$ cat src/rtl/mac_pkg.sv
// Shared types and default sizing for the MAC_512 accumulation stage.
package mac_pkg;

  localparam int MAC_IN_W      = 8;
  localparam int MAC_ACC_W     = 20;
  localparam int MAC_MAX_TERMS = 512;

  typedef enum logic [1:0] {
    IDLE  = 2'd0,
    ACCUM = 2'd1,
    HOLD  = 2'd2
  } mac_state_t;

  // Counter must be able to hold MAX_TERMS itself, hence one bit above log2.
  function automatic int mac_cnt_w(input int max_terms);
    return $clog2(max_terms) + 1;
  endfunction

endpackage

$ cat src/rtl/cla_acc_adder.sv
// W-bit adder built as a ripple of 4-bit carry-lookahead slices.
// W must be a multiple of 4.
module cla_acc_adder #(
  parameter int W = 20
) (
  input  logic [W-1:0] A,
  input  logic [W-1:0] B,
  input  logic         Ci,
  output logic [W-1:0] S,
  output logic         Cout
);

  localparam int SLICES = W / 4;

  logic [SLICES:0] slice_c;

  assign slice_c[0] = Ci;

  // Each slice resolves its internal carries from generate/propagate terms
  // and only the slice carry-out ripples to the next slice.
  for (genvar s = 0; s < SLICES; s++) begin : g_slice
    logic [3:0] a;
    logic [3:0] b;
    logic [3:0] g;
    logic [3:0] p;
    logic [4:0] c;

    assign a = A[4*s +: 4];
    assign b = B[4*s +: 4];
    assign g = a & b;
    assign p = a ^ b;

    assign c[0] = slice_c[s];
    assign c[1] = g[0] | (p[0] & c[0]);
    assign c[2] = g[1] | (p[1] & g[0]) | (p[1] & p[0] & c[0]);
    assign c[3] = g[2] | (p[2] & g[1]) | (p[2] & p[1] & g[0])
                | (p[2] & p[1] & p[0] & c[0]);
    assign c[4] = g[3] | (p[3] & g[2]) | (p[3] & p[2] & g[1])
                | (p[3] & p[2] & p[1] & g[0])
                | (p[3] & p[2] & p[1] & p[0] & c[0]);

    assign S[4*s +: 4] = p ^ c[3:0];
    assign slice_c[s+1] = c[4];
  end

  assign Cout = slice_c[SLICES];

endmodule

$ cat src/rtl/mac_accum_stage.sv
// Accumulates one group of unsigned terms into a wide register and holds the
// result for the output stage. A group ends on in_last or after MAX_TERMS.
module mac_accum_stage
  import mac_pkg::*;
#(
  parameter int IN_W      = MAC_IN_W,
  parameter int ACC_W     = MAC_ACC_W,
  parameter int MAX_TERMS = MAC_MAX_TERMS,
  parameter int CNT_W     = mac_cnt_w(MAX_TERMS)
) (
  input  logic             clk,
  input  logic             rst_n,
  input  logic             en,
  input  logic             in_valid,
  output logic             in_ready,
  input  logic [IN_W-1:0]  in_data,
  input  logic             in_last,
  output logic             out_valid,
  input  logic             out_ready,
  output logic [ACC_W-1:0] out_data,
  output logic             out_ovf,
  output logic             out_overrun,
  output logic [CNT_W-1:0] term_cnt
);

  localparam logic [CNT_W-1:0] MAX_CNT = CNT_W'(MAX_TERMS);
  localparam logic [CNT_W-1:0] ONE_CNT = CNT_W'(1);

  mac_state_t       state_q, state_d;
  logic [ACC_W-1:0] acc_q, acc_d;
  logic [CNT_W-1:0] cnt_q, cnt_d;
  logic             ovf_q, ovf_d;
  logic             overrun_q, overrun_d;
  logic             run_q;

  logic [ACC_W-1:0] addend;
  logic [ACC_W-1:0] sum;
  logic             carry;
  logic             in_fire;
  logic             out_fire;

  assign addend = ACC_W'(in_data);

  cla_acc_adder #(.W(ACC_W)) u_adder (
    .A    (acc_q),
    .B    (addend),
    .Ci   (1'b0),
    .S    (sum),
    .Cout (carry)
  );

  // run_q keeps in_ready low during reset and for the first edge after it,
  // without routing rst_n combinationally to the output.
  assign in_ready  = en && run_q && (state_q != HOLD);
  assign in_fire   = in_valid && in_ready;
  assign out_fire  = out_valid && out_ready && en;

  assign out_valid   = (state_q == HOLD);
  assign out_data    = acc_q;
  assign out_ovf     = ovf_q;
  assign out_overrun = overrun_q;
  assign term_cnt    = cnt_q;

  // Next-state and datapath update; en is already folded into both fires.
  always_comb begin
    state_d   = state_q;
    acc_d     = acc_q;
    cnt_d     = cnt_q;
    ovf_d     = ovf_q;
    overrun_d = overrun_q;
    unique case (state_q)
      IDLE: begin
        if (in_fire) begin
          acc_d     = addend;
          cnt_d     = ONE_CNT;
          ovf_d     = 1'b0;
          overrun_d = 1'b0;
          if (in_last) begin
            state_d = HOLD;
          end else if (ONE_CNT == MAX_CNT) begin
            state_d   = HOLD;
            overrun_d = 1'b1;
          end else begin
            state_d = ACCUM;
          end
        end
      end
      ACCUM: begin
        if (in_fire) begin
          acc_d = sum;
          ovf_d = ovf_q | carry;
          cnt_d = cnt_q + ONE_CNT;
          if (in_last) begin
            state_d   = HOLD;
            overrun_d = 1'b0;
          end else if (cnt_d == MAX_CNT) begin
            state_d   = HOLD;
            overrun_d = 1'b1;
          end
        end
      end
      HOLD: begin
        if (out_fire) begin
          state_d = IDLE;
        end
      end
      default: begin
        state_d = IDLE;
      end
    endcase
  end

  // State and result registers; reset discards any partial or held group.
  always_ff @(posedge clk or negedge rst_n) begin
    if (!rst_n) begin
      state_q   <= IDLE;
      acc_q     <= '0;
      cnt_q     <= '0;
      ovf_q     <= 1'b0;
      overrun_q <= 1'b0;
      run_q     <= 1'b0;
    end else begin
      state_q   <= state_d;
      acc_q     <= acc_d;
      cnt_q     <= cnt_d;
      ovf_q     <= ovf_d;
      overrun_q <= overrun_d;
      run_q     <= 1'b1;
    end
  end

endmodule
$ cat config.mk
export PLATFORM = sky130hd
export DESIGN_NAME = mac_accum_stage
export DESIGN_NICKNAME = d
export VERILOG_FILES = /design/src/rtl/mac_pkg.sv /design/src/rtl/cla_acc_adder.sv /design/src/rtl/mac_accum_stage.sv
export SDC_FILE = /design/constraint.sdc
export NUM_CORES = 1
export LEC_CHECK = 0
export BUFFER_PORTS_ARGS = -buffer_cell sky130_fd_sc_hd__buf_2
export CORE_AREA = 2 2 75 77
export DETAILED_ROUTE_END_ITERATION = 10
export DIE_AREA = 0 0 77 79
export PLACE_DENSITY_LB_ADDON = 0.08
export SETUP_SLACK_MARGIN = 0.15
export SLEW_MARGIN = 20
export SYNTH_ARGS = -nofsm -noshare
export SYNTH_HDL_FRONTEND = slang
export SYNTH_HIERARCHICAL = 1
export SYNTH_SLANG_ARGS = --single-unit
$ cat constraint.sdc
create_clock -name clk -period 5.05 [get_ports clk]
set_input_delay 0.505 -clock clk [delete_from_list [all_inputs] [get_ports clk]]
set_output_delay 0.505 -clock clk [all_outputs]
set_load 0.02 [all_outputs]
; ---- After elaboration in Yosys (flattened, before gate mapping)
; Index checks and enable logic that the tools add are counted.
; W data, S select, Z words.
[classes]
n_addsub = 1
n_eq_ne = 8
n_mux = 20
n_bitwise = 81
reduce_logical = 10
[op_table]
columns = cell, count
row1 = $and A1 B1 Y1, 55
row2 = $mux W20, 2
row3 = $pmux W20 S2, 1
row4 = $xor A4 B4 Y4, 7
row5 = $mux W10, 2
row6 = $pmux W10 S2, 1
row7 = $or A1 B1 Y1, 17
row8 = $mux W2, 6
row9 = $add A10 B1 Y10 const B, 1
row10 = $eq A10 B10 Y1 const B, 1
row11 = $and A4 B4 Y4, 2
row12 = $reduce_and A4 Y1, 2
row13 = $ne A2 B2 Y1 const B, 3
row14 = $pmux W2 S3, 1
row15 = $logic_and A1 B1 Y1, 5
row16 = $mux W1, 5
row17 = $pmux W1 S2, 2
row18 = $ne A3 B3 Y1 const B, 1
row19 = $reduce_and A3 Y1, 1
row20 = $eq A2 B1 Y1 const B, 1
row21 = $eq A2 B2 Y1 const B, 1
row22 = $logic_not A2 Y1, 1
row23 = $ne A2 B1 Y1 const B, 1
row24 = $reduce_bool A2 Y1, 1
[totals]
register_bits = 35
input_bits = 14
output_inout_bits = 34

; ---- Longest topological paths before layout
; Gate-level depths: netlist (run 1).
[logic_depth]
ltp_word = 13
mapped_depth = 9
depth_no_buf = 9

; ---- By module
; The synthesis (run 1) kept the hierarchy.
[by_module_without_submodules]
columns = mod, n_inst, cells_each, area_per_inst_um2, seq_area_each_um2
row1 = mac_accum_stage, 1, 152, 1627.8, 875.8
row2 = cla_acc_adder, 1, 101, 857.1, 0.0

; ---- Worst setup path after synthesis (run 1)
; OpenSTA, ideal clock, no wires.
[synth_path]
path_type = in2reg
startpoint = input in_data[7]
endpoint = register acc_q[17] (netlist: out_data[17])
arrival_time_ns = 2.270
setup_slack_ns = 2.659
cell_stages = 8
n_path_buf = 0
path_cell_list = ha_1 -> a21oi_2 -> a31oi_1 -> o31ai_1 -> nand3b_2 -> fa_1 -> xor2_1 -> a22o_1
[synth_between]
elab_chain_len = 12
elab_cells_between_ends = 19
cone_classes = 2 x mux / 17 x bitwise
[synth_rtl]
columns = item, line
row1 = "start, declared", mac_accum_stage.sv:16  ; input logic [IN_W-1:0] in_data,
row2 = $xor A4 B4 Y4, cla_acc_adder.sv:31  ; assign p = a ^ b;
row3 = $and A1 B1 Y1 (on tied branches), "cla_acc_adder.sv:38, cla_acc_adder.sv:39, cla_acc_adder.sv:40"
row4 = "$or A1 B1 Y1, or another cell as far along (2 in series)", cla_acc_adder.sv:38  ; assign c[4] = g[3] | (p[3] & g[2]) | (p[3] & p[2] & g[1])
row5 = $or A1 B1 Y1 / $and A1 B1 Y1 (equally long branches), "cla_acc_adder.sv:39, cla_acc_adder.sv:40"
row6 = $or A1 B1 Y1 *, cla_acc_adder.sv:40  ; | (p[3] & p[2] & p[1] & p[0] & c[0]);
row7 = $and A1 B1 Y1 * (2 in series), cla_acc_adder.sv:40
row8 = $and A1 B1 Y1 *, cla_acc_adder.sv:34  ; assign c[1] = g[0] | (p[0] & c[0]);
row9 = $xor A4 B4 Y4 *, cla_acc_adder.sv:42  ; assign S[4*s +: 4] = p ^ c[3:0];
row10 = named net sum[17], mac_accum_stage.sv:37  ; logic [ACC_W-1:0] sum;
row11 = $mux W20 *, mac_accum_stage.sv:89  ; if (in_fire) begin
row12 = $pmux W20 S2 *, mac_accum_stage.sv:71  ; unique case (state_q)
row13 = "end signal, assigned", mac_accum_stage.sv:117  ; acc_q <= '0;
row14 = "end signal, assigned", mac_accum_stage.sv:124  ; acc_q <= acc_d;
row15 = "end, declared", mac_accum_stage.sv:30  ; logic [ACC_W-1:0] acc_q, acc_d;
; The timed path passes the listed nets; every way through them passes the cells marked *. The select of a mux whose other input is x is not followed.
; A chain may end at the register's enable or synchronous reset.

; ---- Worst setup path in the final report (run 1)
[layout_path]
startpoint = register acc_q[7] (netlist: out_data[7])
endpoint = register acc_q[17] (netlist: out_data[17])
[layout_between]
elab_chain_len = 12
elab_cells_between_ends = 19
cone_classes = 2 x mux / 17 x bitwise
[layout_rtl]
columns = item, line
row1 = $xor A4 B4 Y4, cla_acc_adder.sv:31
row2 = $and A1 B1 Y1 (on tied branches), "cla_acc_adder.sv:38, cla_acc_adder.sv:39, cla_acc_adder.sv:40"
row3 = "$or A1 B1 Y1, or another cell as far along (2 in series)", cla_acc_adder.sv:38
row4 = $or A1 B1 Y1 / $and A1 B1 Y1 (equally long branches), "cla_acc_adder.sv:39, cla_acc_adder.sv:40"
row5 = $or A1 B1 Y1 *, cla_acc_adder.sv:40
row6 = $and A1 B1 Y1 * (2 in series), cla_acc_adder.sv:40
row7 = $and A1 B1 Y1 *, cla_acc_adder.sv:34
row8 = $xor A4 B4 Y4 *, cla_acc_adder.sv:42
row9 = named net sum[17], mac_accum_stage.sv:37
row10 = $mux W20 *, mac_accum_stage.sv:89
row11 = $pmux W20 S2 *, mac_accum_stage.sv:71
; Marks and branches as above.

==> results of run 1 <==
==> cells in the final DEF (no fill, tap or decap), types with 5 or more instances in the layout <==
cell type,instances
sky130_fd_sc_hd__ha_1,21
sky130_fd_sc_hd__clkbuf_8,6
sky130_fd_sc_hd__nor3b_1,5
sky130_fd_sc_hd__o21ai_0,19
sky130_fd_sc_hd__a21oi_1,6
sky130_fd_sc_hd__xnor2_1,10
sky130_fd_sc_hd__nand2_1,28
sky130_fd_sc_hd__buf_2,47
sky130_fd_sc_hd__a221o_1,5
sky130_fd_sc_hd__nor2_1,14
sky130_fd_sc_hd__inv_1,7
sky130_fd_sc_hd__dfrtp_1,35
sky130_fd_sc_hd__fa_1,5
sky130_fd_sc_hd__a21o_1,6
sky130_fd_sc_hd__a22o_1,13
sky130_fd_sc_hd__xor2_1,6
sky130_fd_sc_hd__conb_1,19
==> metal layers <==
layer,share of wire (%),vias to the layer above
met2,49,39
li1,-,1052
met5,0,-
met1,47,1016
met3,3.0,2
met4,0.42,0
==> power groups by stage <==
stage / combinational [mW] / sequential (mW) / clock, mW
final: 0.798 / 0.465 / 0.212
after global routing: 0.895 / 0.481 / 0.234
after CTS: 0.797 / 0.467 / 0.221
after detailed placement: 0.793 / 0.470 / 0
after global placement: 0.784 / 0.471 / 0
after floorplan: 0.512 / 0.553 / 0
==> final cells by class <==
class                           count  area [um^2]  area share, %
Clock buffer                        6        82.58          2.806
Clock inverter                      1        5.005         0.1701
Inverter                            7        26.28         0.8929
Multi-Input combinational cell    220         1613          54.80
Sequential cell                    35        875.8          29.76
Tap cell                           72        90.09          3.061
Timing Repair Buffer               49        250.2          8.503
==> worst max-delay path by stage <==
stage / start / endpoint / cells after the start
4_1_cts: out_data[7] / out_data[17] / 8
5_1_grt: out_data[7] / out_data[17] / 8
2_1_floorplan: in_data[7] / out_data[17] / 8
3_3_place_gp: in_data[7] / out_data[17] / 9
6_report: out_data[7] / out_data[17] / 8
3_5_place_dp: in_data[7] / out_data[17] / 9
==> cells by family after synthesis <==
kind of cell | count (synthesis)
multiplexers | 3
XOR/XNOR | 16
other | 2
AO/OA/AOI/OAI | 83
buffers and inverters | 15
adder cells (fa/ha/maj) | 26
flip-flops | 35
AND/OR/NAND/NOR | 73
==> state kept, by name (all words and copies together) (netlist names) <==
signal	flops
out_ovf	1
state_q	2
out_data	20
term_cnt	10
out_overrun	1
run_q	1
==> critical path, cell delays in order, from the launching register on <==
cell                       delay (ns)
sky130_fd_sc_hd__dfrtp_1         0.40
sky130_fd_sc_hd__ha_1            0.39
sky130_fd_sc_hd__a21oi_2         0.18
sky130_fd_sc_hd__a31oi_1         0.12
sky130_fd_sc_hd__o31ai_1         0.28
sky130_fd_sc_hd__nand3b_2        0.17
sky130_fd_sc_hd__fa_1            0.40
sky130_fd_sc_hd__xor2_1          0.17
sky130_fd_sc_hd__a22o_1          0.19
==> reports/qor.yml, run 1 <==
outcome:
  status: "completed"
finish:
  area.growth.synth_to_final_pct: 18.43
  number_of_antenna_diodes: 0
  fin_cells: 390
  layout.core_utilization_pct: 55.13
  final_nets: 358
  final_area_um2: 2943
  post_route_cells_drive_above_1_share_pct: 22.01
  final.fill_count: 517
synth:
  synthesized_area_fraction_occupied_by_ao_oa_aoi_and_oai_cells_pct: 25.38
  proportion_of_synthesized_chip_area_in_sequential_cells_pct: 35.25
  largest_family_of_logic_cells_by_synthesized_area: "compound AO/OA/AOI/OAI gates"
  yosys.area_share.adder_pct: 14.60
  synth-edff-count: 0
  muxShareOfSynthArea_pct: 1.208
  synth_top_cells_by_area: "sky130_fd_sc_hd__dfrtp_1 (35%), sky130_fd_sc_hd__ha_1 (11%), sky130_fd_sc_hd__a22o_1 (4.6%)"
  synth_top_area_share_pct: 35.25
  yosys.cell_count.top_type: "sky130_fd_sc_hd__dfrtp_1"
  synth.yosys.warnings: 6
  register_bit_total_from_synthesis: 35
  area_leader_netlist: "sky130_fd_sc_hd__dfrtp_1"
  netlist_area_um2: 2485
  syn_area_per_cell_um2: 9.822
  number_of_instances_in_the_synthesized_netlist: 253
  synth.cells.most_frequent: "sky130_fd_sc_hd__dfrtp_1 (35), sky130_fd_sc_hd__nand2_1 (28), sky130_fd_sc_hd__ha_1 (21)"
  synthSimpleGateAreaFrac_pct: 15.21
  post_synth_xor_area_fraction_pct: 5.639
  postSynth.topFlopCell: "sky130_fd_sc_hd__dfrtp_1"
  async_flop_share_pct: 100.0
  netlist-cell-type-count: 53
placement:
  dpl-instance-area_um2: 2855
  numPortBuffers: 47
  dp_hpwl_um: 3794
  numPlacedInstances: 383
  routabilityCongestion: 0.8207
  place_worst_setup_slack_ns: 2.421
timing:
  setup_ws_ns: 2.628
  rsz0062_at_grt: "false"
  finalCriticalPeriod_ns: 2.422
  setup-tns-final_ns: 0
  relSlewSlack_pct: 46.26
  achievable-frequency_ghz: 0.4128
  report.final.hold_viol_count: 0
  final.setup_skew_ns: 0.003815
  worst-slew-pin-transition_ns: 0.8061
  slew_violations: 0
  layout_worst_path_cycle_share_pct: 47.96
  final_setup_violation_count: 0
  holdWs_ns: 0.3026
clocking:
  cts_repair_resize_count: 0
  total_cts_buffers: 5
  ctsHtreeMaxLevel: 2
  tritoncts: "yes"
  clk_pin_slew_worst_paths_ns: 0.07
  cts-hold-fix-buffers: 0
  post-cts-setup-buffer-count: 0
  cts-root-buf: "sky130_fd_sc_hd__clkbuf_8"
  clk-insertion-delay-late_ns: 0.28
  clock_tree.buffer_depth: 2
  clock_sink_count: 35
global_routing:
  maximum_number_of_pins_on_one_net_before_global_route_repair: 36
  grt_first_pass_wirelength_um: 9252
  all_layer_gr_usage_pct: 18.94
  groute.layer.met2.usage_pct: 32.46
  number_of_global_route_vias_before_repair: 2031
  grt-busiest-layer: "met2"
  initial_antenna_violation_count: 0
  grt_util_met3_pct: 3.409
  grt_overflow_total: 0
  grt_util_met1_pct: 24.95
power:
  power.switching_fraction_pct: 43.80
  power.net_switching_mw: 0.6461
  power_frac_comb_pct: 54.1
  seq_power_share_pct: 31.5
  internal_power_mw: 0.8292
  pwr-share-clk_pct: 14.4
  ir_worst_vdd_mv: 0.2582
  power_per_cell_area_nw_per_um2: 501.3
  post-layout-total-power_mw: 1.475
  leakagePower_nw: 1.453
critical_path:
  arrival_worst_endpoint_ns: 2.60
  worst-setup-path-type: "flop to flop"
  critical_path_required_ns: 5.22
  critical_path.max_fanout: 5
  regToRegEndpoint: "out_data[17]"
  critical_path.endpoint_type: "flop"
  worst_r2r_startpoint: "out_data[7]"
  r2r_cells: 8
  start_kind: "flop"
  reg2reg_slack_ns: 2.63
drt:
  detailroute.via_count: 2109
  drc: 0
  wl_per_cell_um: 13.95
  firstDrtPassIters: 7
  total_length_of_routed_wires_um: 5440
  ant_nets: 0
  route.detailed.vias_per_inst: 5.408
  first_iter_violations: 74
die:
  i_o_pins: 48
  core_region_area_um2: 5338
  row_count: 27
  die-height_um: 79
  die_area_um2: 6083
  die_width_um: 77
  initial_utilization_pct: 46.55
min_path:
  min-delay-path-class: "input pin to asynchronous set/reset pin"
job:
  maxCapViolations: 0
(Power assumes the default switching activity.)
==> run 2: changes to the inputs <==
==> constraint.sdc (replaced) <==
create_clock -name clk -period 2.5 [get_ports clk]
set_input_delay 0.25 -clock clk [delete_from_list [all_inputs] [get_ports clk]]
set_output_delay 0.25 -clock clk [all_outputs]
set_load 0.02 [all_outputs]
==> run 2 against run 1 <==
Effect of this change:
- wire length up 2.0%
- clock skew up 0.0025 ns
- final area up 4.3%
- worst hold slack worse by 0.27 ns
- global-route usage up 0.23 points
- total power up 110%
- flip-flop and latch count unchanged
- critical endpoint unchanged
- non-clock buffer count up 4
- sequential share of layout area down 1.2 points
==> reports/qor.yml, run 2 (synthesized netlist as in run 1, its figures left out) <==
finish:
  regArea_um2: 875.8  # unchanged
  fin_cells: 395  # +1.3%
  final.fill_count: 526  # +1.7%
  largest_register_ff_count: 20  # unchanged
  final_area_um2: 3068  # +4.3%
  final_nets: 362  # +1.1%
  area.growth.synth_to_final_pct: 23.46
  most-common-layout-cells: "sky130_fd_sc_hd__buf_2 (47), sky130_fd_sc_hd__dfrtp_1 (35), sky130_fd_sc_hd__nand2_1 (28), sky130_fd_sc_hd__ha_1 (19), sky130_fd_sc_hd__conb_1 (19)"
  commonest_non_fill_non_tap_cell_in_the_layout: "sky130_fd_sc_hd__buf_2"
  number_of_antenna_diodes: 0  # unchanged
  multiInputGateArea_um2: 1695  # +5.1%
  post_route_cells_drive_above_1_share_pct: 25.70  # +3.7 points
critical_path:
  regToRegEndpoint: "out_data[17]"
  worst-setup-path-type: "flop to flop"
  r2r_cells: 8  # unchanged
  critical_path.endpoint_type: "flop"
  arrival_worst_endpoint_ns: 2.49  # -0.11 ns
  timing.critical_path.buf_inv: 0  # unchanged
  worst_r2r_startpoint: "out_data[10]"
  critical_path_required_ns: 2.68  # -2.54 ns
  reg2reg_slack_ns: 0.18  # -2.44 ns
  critical_path.max_fanout: 5  # unchanged
  critPathTopFamily: "adder cells"
  start_kind: "flop"
  critical_path.cell_chain: "ha_1 -> nand4_1 -> a31oi_2 -> o31ai_4 -> nand3b_4 -> fa_1 -> xor2_1 -> a22o_1"
  critical_path.max_stage_delay_ns: 0.40  # about the same
  critPathSlowestCell: "sky130_fd_sc_hd__dfrtp_1"
timing:
  setup_ws_ns: 0.1838  # -2.444 ns
  final_setup_violation_count: 0  # unchanged
  rsz0062_at_grt: "true"
  final.setup_skew_ns: 0.006300  # +0.002486 ns
  worst-slew-pin-transition_ns: 0.7933  # -0.01276 ns
  finalCriticalPeriod_ns: 2.316  # -0.1060 ns
  holdWs_ns: 0.03651  # -0.2661 ns
  achievable-frequency_ghz: 0.4317  # +4.6%
  layout_worst_path_cycle_share_pct: 92.65  # +45 points
  setup-tns-final_ns: 0  # unchanged
  report.final.hold_viol_count: 0  # unchanged
  relSlewSlack_pct: 47.11  # +0.85 points
  slew_violations: 0  # unchanged
power:
  pwr-share-clk_pct: 14.6  # +0.2 points
  seq_power_share_pct: 30.1  # -1.4 points
  power_per_cell_area_nw_per_um2: 1020  # +100%
  power.net_switching_mw: 1.356  # +110%
  power.switching_fraction_pct: 43.34  # -0.45 points
  internal_power_mw: 1.773  # +110%
  ir_worst_vdd_mv: 0.5656  # +120%
  power_frac_comb_pct: 55.3  # +1.2 points
  leakagePower_nw: 1.483  # +2.1%
drt:
  drc: 0  # unchanged
  total_length_of_routed_wires_um: 5547  # +2.0%
  wl_per_cell_um: 14.04  # +0.68%
  route.detailed.vias_per_inst: 5.397  # -0.19%
  firstDrtPassIters: 4  # -3
  first_iter_violations: 110  # +49%
  ant_nets: 0  # unchanged
  detailroute.via_count: 2132  # +1.1%
clocking:
  clock_sink_count: 35  # unchanged
  ctsHtreeMaxLevel: 2  # unchanged
  total_cts_buffers: 5  # unchanged
  tritoncts: "yes"
  clk-insertion-delay-late_ns: 0.29  # about the same
  cts-root-buf: "sky130_fd_sc_hd__clkbuf_8"
  clk_pin_slew_worst_paths_ns: 0.07  # about the same
  clock_tree.buffer_depth: 2  # unchanged
die:
  i_o_pins: 48  # unchanged
  die-height_um: 79  # unchanged
  die_width_um: 77  # unchanged
  initial_utilization_pct: 46.55  # unchanged
  die_area_um2: 6083  # unchanged
  row_count: 27  # unchanged
  core_region_area_um2: 5338  # unchanged
min_path:
  min-delay-path-class: "input pin to asynchronous set/reset pin"
global_routing:
  maximum_number_of_pins_on_one_net_before_global_route_repair: 36  # unchanged
  all_layer_gr_usage_pct: 19.17  # +0.23 points
  grt_first_pass_wirelength_um: 9432  # +1.9%
  initial_antenna_violation_count: 0  # unchanged
  number_of_global_route_vias_before_repair: 2022  # -0.44%
  grt_overflow_total: 0  # unchanged
placement:
  dp_hpwl_um: 3937  # +3.8%
  numPortBuffers: 47  # unchanged
  routabilityCongestion: 0.7710  # -6.1%
  place_worst_setup_slack_ns: 0.1326  # -2.289 ns
  dpl-instance-area_um2: 2883  # +0.96%
  numPlacedInstances: 385  # +0.52%
outcome:
  status: "completed"
job:
  maxCapViolations: 0  # unchanged
==> run 2: routing by layer <==
metal / share of wire [%] / wire, um / global-route usage, % / vias up
li1: - / - / - / 1056
met1: 48 / 2676 / 25.38 / 1030
met2: 47 / 2620 / 32.19 / 41
met3: 3.4 / 189 / 3.750 / 5
met4: 1.1 / 61 / 5.357 / 0
met5: 0 / 0 / 0 / -
==> run 2: timing repair <==
action / 4_1_cts / 5_1_grt
hold buffers: 0 / 0
buffers inserted: 0 / 2
endpoints found under the setup margin: 1 / 8
resized for setup: 2 / 9
pin swaps: 2 / 4
==> run 2: per-stage QoR <==
step	utilization [%]	total power, mW
6_report	57.48	3.129
5_1_grt	57.48	3.395
4_1_cts	56.26	3.068
3_5_place_dp	54.01	2.570
3_3_place_gp	54.01	2.554
2_1_floorplan	-	2.166
==> run 2: how the worst max path moves through the flow <==
stage / start / slack, ns / cells after the start / end
5_1_grt: out_data[9] / 0.07 / 8 / out_data[17]
4_1_cts: out_data[10] / 0.15 / 8 / out_data[17]
2_1_floorplan: out_data[6] / 0.18 / 8 / out_data[17]
6_report: out_data[10] / 0.18 / 8 / out_data[17]
3_3_place_gp: out_data[6] / 0.17 / 8 / out_data[17]
3_5_place_dp: out_data[6] / 0.13 / 8 / out_data[17]
==> run 2: cell type report <==
cell class | instances | area share [%]
Inverter | 7 | 0.8564
Sequential cell | 35 | 28.55
Multi-Input combinational cell | 220 | 55.26
Clock buffer | 8 | 3.263
Timing Repair Buffer | 53 | 9.135
Tap cell | 72 | 2.936
==> run 2: power by group through the flow <==
stage / Combinational (mW) / Clock (mW) / Sequential, mW
2_1_floorplan: 1.05 / 0 / 1.12
3_3_place_gp: 1.61 / 0 / 0.946
3_5_place_dp: 1.62 / 0 / 0.955
4_1_cts: 1.64 / 0.475 / 0.948
5_1_grt: 1.91 / 0.502 / 0.978
6_report: 1.73 / 0.458 / 0.941
==> run 3: changes to the inputs <==
--- a/config.mk
+++ b/config.mk
@@ -6,9 +6,10 @@
 export NUM_CORES = 1
 export LEC_CHECK = 0
 export BUFFER_PORTS_ARGS = -buffer_cell sky130_fd_sc_hd__buf_2
-export CORE_AREA = 2 2 75 77
+export CORE_AREA = 2 2 87 68
+export CTS_CLUSTER_SIZE = 30
 export DETAILED_ROUTE_END_ITERATION = 10
-export DIE_AREA = 0 0 77 79
+export DIE_AREA = 0 0 89 70
 export PLACE_DENSITY_LB_ADDON = 0.08
 export SETUP_SLACK_MARGIN = 0.15
 export SLEW_MARGIN = 20
==> constraint.sdc (replaced) <==
create_clock -name clk -period 3 [get_ports clk]
set_input_delay 0.3 -clock clk [delete_from_list [all_inputs] [get_ports clk]]
set_output_delay 0.3 -clock clk [all_outputs]
set_load 0.02 [all_outputs]
==> run 3 against run 2 <==
Effect of this change:
- register-to-register slack improved by 0.37 ns
- critical path type unchanged
- flip-flop and latch count stayed put
- final area decreased by 4.0%
- die area up 2.4%
- setup slack improved by 0.37 ns
- utilization decreased by 4.2 points
- combinational power is 23% lower
- total power decreased by 21%
==> reports/qor.yml, run 3 (synthesized netlist as in run 1, its figures left out) <==
timing:
  worst-slew-pin-transition_ns: 0.7992  # +0.005927 ns
  layout_worst_path_cycle_share_pct: 81.46  # -11 points
  finalCriticalPeriod_ns: 2.444  # +0.1274 ns
  slew_violations: 0  # unchanged
  report.final.hold_viol_count: 0  # unchanged
  final_setup_violation_count: 0  # unchanged
  relSlewSlack_pct: 46.72  # -0.40 points
  setup-tns-final_ns: 0  # unchanged
  final.setup_skew_ns: 0.008584  # +0.002284 ns
  rsz0062_at_grt: "false"
  achievable-frequency_ghz: 0.4092  # -5.2%
min_path:
  min-delay-path-class: "input pin to asynchronous set/reset pin"
global_routing:
  number_of_global_route_vias_before_repair: 1956  # -3.3%
  grt_overflow_total: 0  # unchanged
  initial_antenna_violation_count: 0  # unchanged
  grt_first_pass_wirelength_um: 9190  # -2.6%
  all_layer_gr_usage_pct: 18.81  # -0.36 points
  maximum_number_of_pins_on_one_net_before_global_route_repair: 36  # unchanged
placement:
  routabilityCongestion: 0.7959  # +3.2%
  dp_hpwl_um: 4028  # +2.3%
  numPortBuffers: 47  # unchanged
drt:
  total_length_of_routed_wires_um: 5417  # -2.3%
  ant_nets: 0  # unchanged
  wl_per_cell_um: 13.64  # -2.8%
  detailroute.via_count: 2119  # -0.61%
  firstDrtPassIters: 4  # unchanged
  route.detailed.vias_per_inst: 5.338  # -1.1%
  first_iter_violations: 113  # +2.7%
  drc: 0  # unchanged
clocking:
  clock_sink_count: 35  # unchanged
  clock_tree.buffer_depth: 2  # unchanged
  post-cts-setup-buffer-count: 0  # unchanged
  clk_pin_slew_worst_paths_ns: 0.07  # about the same
  cts-root-buf: "sky130_fd_sc_hd__clkbuf_8"
  cts-hold-fix-buffers: 0  # unchanged
  clk-insertion-delay-late_ns: 0.28  # about the same
  cts_repair_resize_count: 0  # -2
  ctsHtreeMaxLevel: 2  # unchanged
  total_cts_buffers: 5  # unchanged
  tritoncts: "yes"
finish:
  layout.core_utilization_pct: 53.28  # -4.2 points
  commonest_non_fill_non_tap_cell_in_the_layout: "sky130_fd_sc_hd__buf_2"
  most-common-layout-cells: "sky130_fd_sc_hd__buf_2 (47), sky130_fd_sc_hd__dfrtp_1 (35), sky130_fd_sc_hd__nand2_1 (28), sky130_fd_sc_hd__ha_1 (21)"
  post_route_cells_drive_above_1_share_pct: 21.63  # -4.1 points
  area.growth.synth_to_final_pct: 18.48
  largest_register_ff_count: 20  # unchanged
  number_of_antenna_diodes: 0  # unchanged
  final_nets: 358  # -1.1%
critical_path:
  worst-setup-path-type: "flop to flop"
  arrival_worst_endpoint_ns: 2.62  # +0.13 ns
  r2r_cells: 8  # unchanged
  critical_path.endpoint_type: "flop"
  start_kind: "flop"
  critical_path.max_fanout: 5  # unchanged
  critical_path_required_ns: 3.18  # +0.50 ns
die:
  i_o_pins: 48  # unchanged
  initial_utilization_pct: 44.97  # -1.6 points
  row_count: 24  # -11%
  die_width_um: 89  # +16%
  die-height_um: 70  # -11%
  die_area_um2: 6230  # +2.4%
  core_region_area_um2: 5525  # +3.5%
power:
  ir_worst_vdd_mv: 0.4387  # -22%
  power_per_cell_area_nw_per_um2: 837.2  # -18%
  leakagePower_nw: 1.448  # -2.4%
outcome:
  status: "completed"
job:
  maxCapViolations: 0  # unchanged
==> run 3: cell count changes in the layout (fill, tap and decap cells not counted), sizes merged <==
cell,delta
buf,-4
clkbuf,-1
clkinv,+1
==> run 3: worst max-delay path, cell delays in order, from the launching register on <==
cell	delay [ns]
sky130_fd_sc_hd__dfrtp_1	0.40
sky130_fd_sc_hd__ha_1	0.38
sky130_fd_sc_hd__a21oi_2	0.19
sky130_fd_sc_hd__a31oi_1	0.12
sky130_fd_sc_hd__o31ai_1	0.31
sky130_fd_sc_hd__nand3b_2	0.18
sky130_fd_sc_hd__fa_1	0.40
sky130_fd_sc_hd__xor2_1	0.17
sky130_fd_sc_hd__a22o_1	0.19
==> run 3: layout make-up <==
cell class              instances  area, um^2
inverters                       7       26.28
clock inverters                 1       5.005
fillers                       555        2581
multi-input cells             220        1613
repair buffers                 49       250.2
flip-flops and latches         35       875.8
well taps                      78       97.59
clock buffers                   7       76.32
==> run 3: power by group <==
group | internal [mW] | switching, mW | total [mW] | leakage (nW)
clock | 0.163 | 0.172 | 0.335 | 0.0422
combinational | 0.595 | 0.748 | 1.34 | 0.945
sequential | 0.616 | 0.171 | 0.787 | 0.461
==> run 3: path summary, 6_finish.rpt <==
kind / start / endpoint / slack [ns]
max in group asynchronous: rst_n / out_data[1] / 2.39
min in group clk: in_data[6] / out_data[6] / 0.32
min: rst_n / term_cnt[6] / 0.09
max: out_data[7] / out_data[17] / 0.56
max reg2reg: out_data[7] / out_data[17] / 0.56
min reg2reg: out_data[6] / out_data[6] / 0.51
==> run 3: through the flow <==
stage               total power, mW  cells  hold WS, ns  setup slack [ns]  area, um^2
global placement              2.110    389       0.4480            0.6187        2863
detailed placement            2.132    389       0.4441            0.5583        2863
CTS                           2.477    397       0.1330            0.5511        2944
floorplan                     1.793    270     0.004409            0.6109        2549
global route                  2.693    397       0.1683            0.4024        2944
finish                        2.465    397      0.09461            0.5564        2944
==> run 3: layer usage <==
metal	vias up	global-route usage, %	share of wire [%]
met4	0	4.478	0.46
met1	1022	27.93	52
met5	-	0	0
met2	44	27.86	43
li1	1051	-	-
met3	2	4.137	4.5
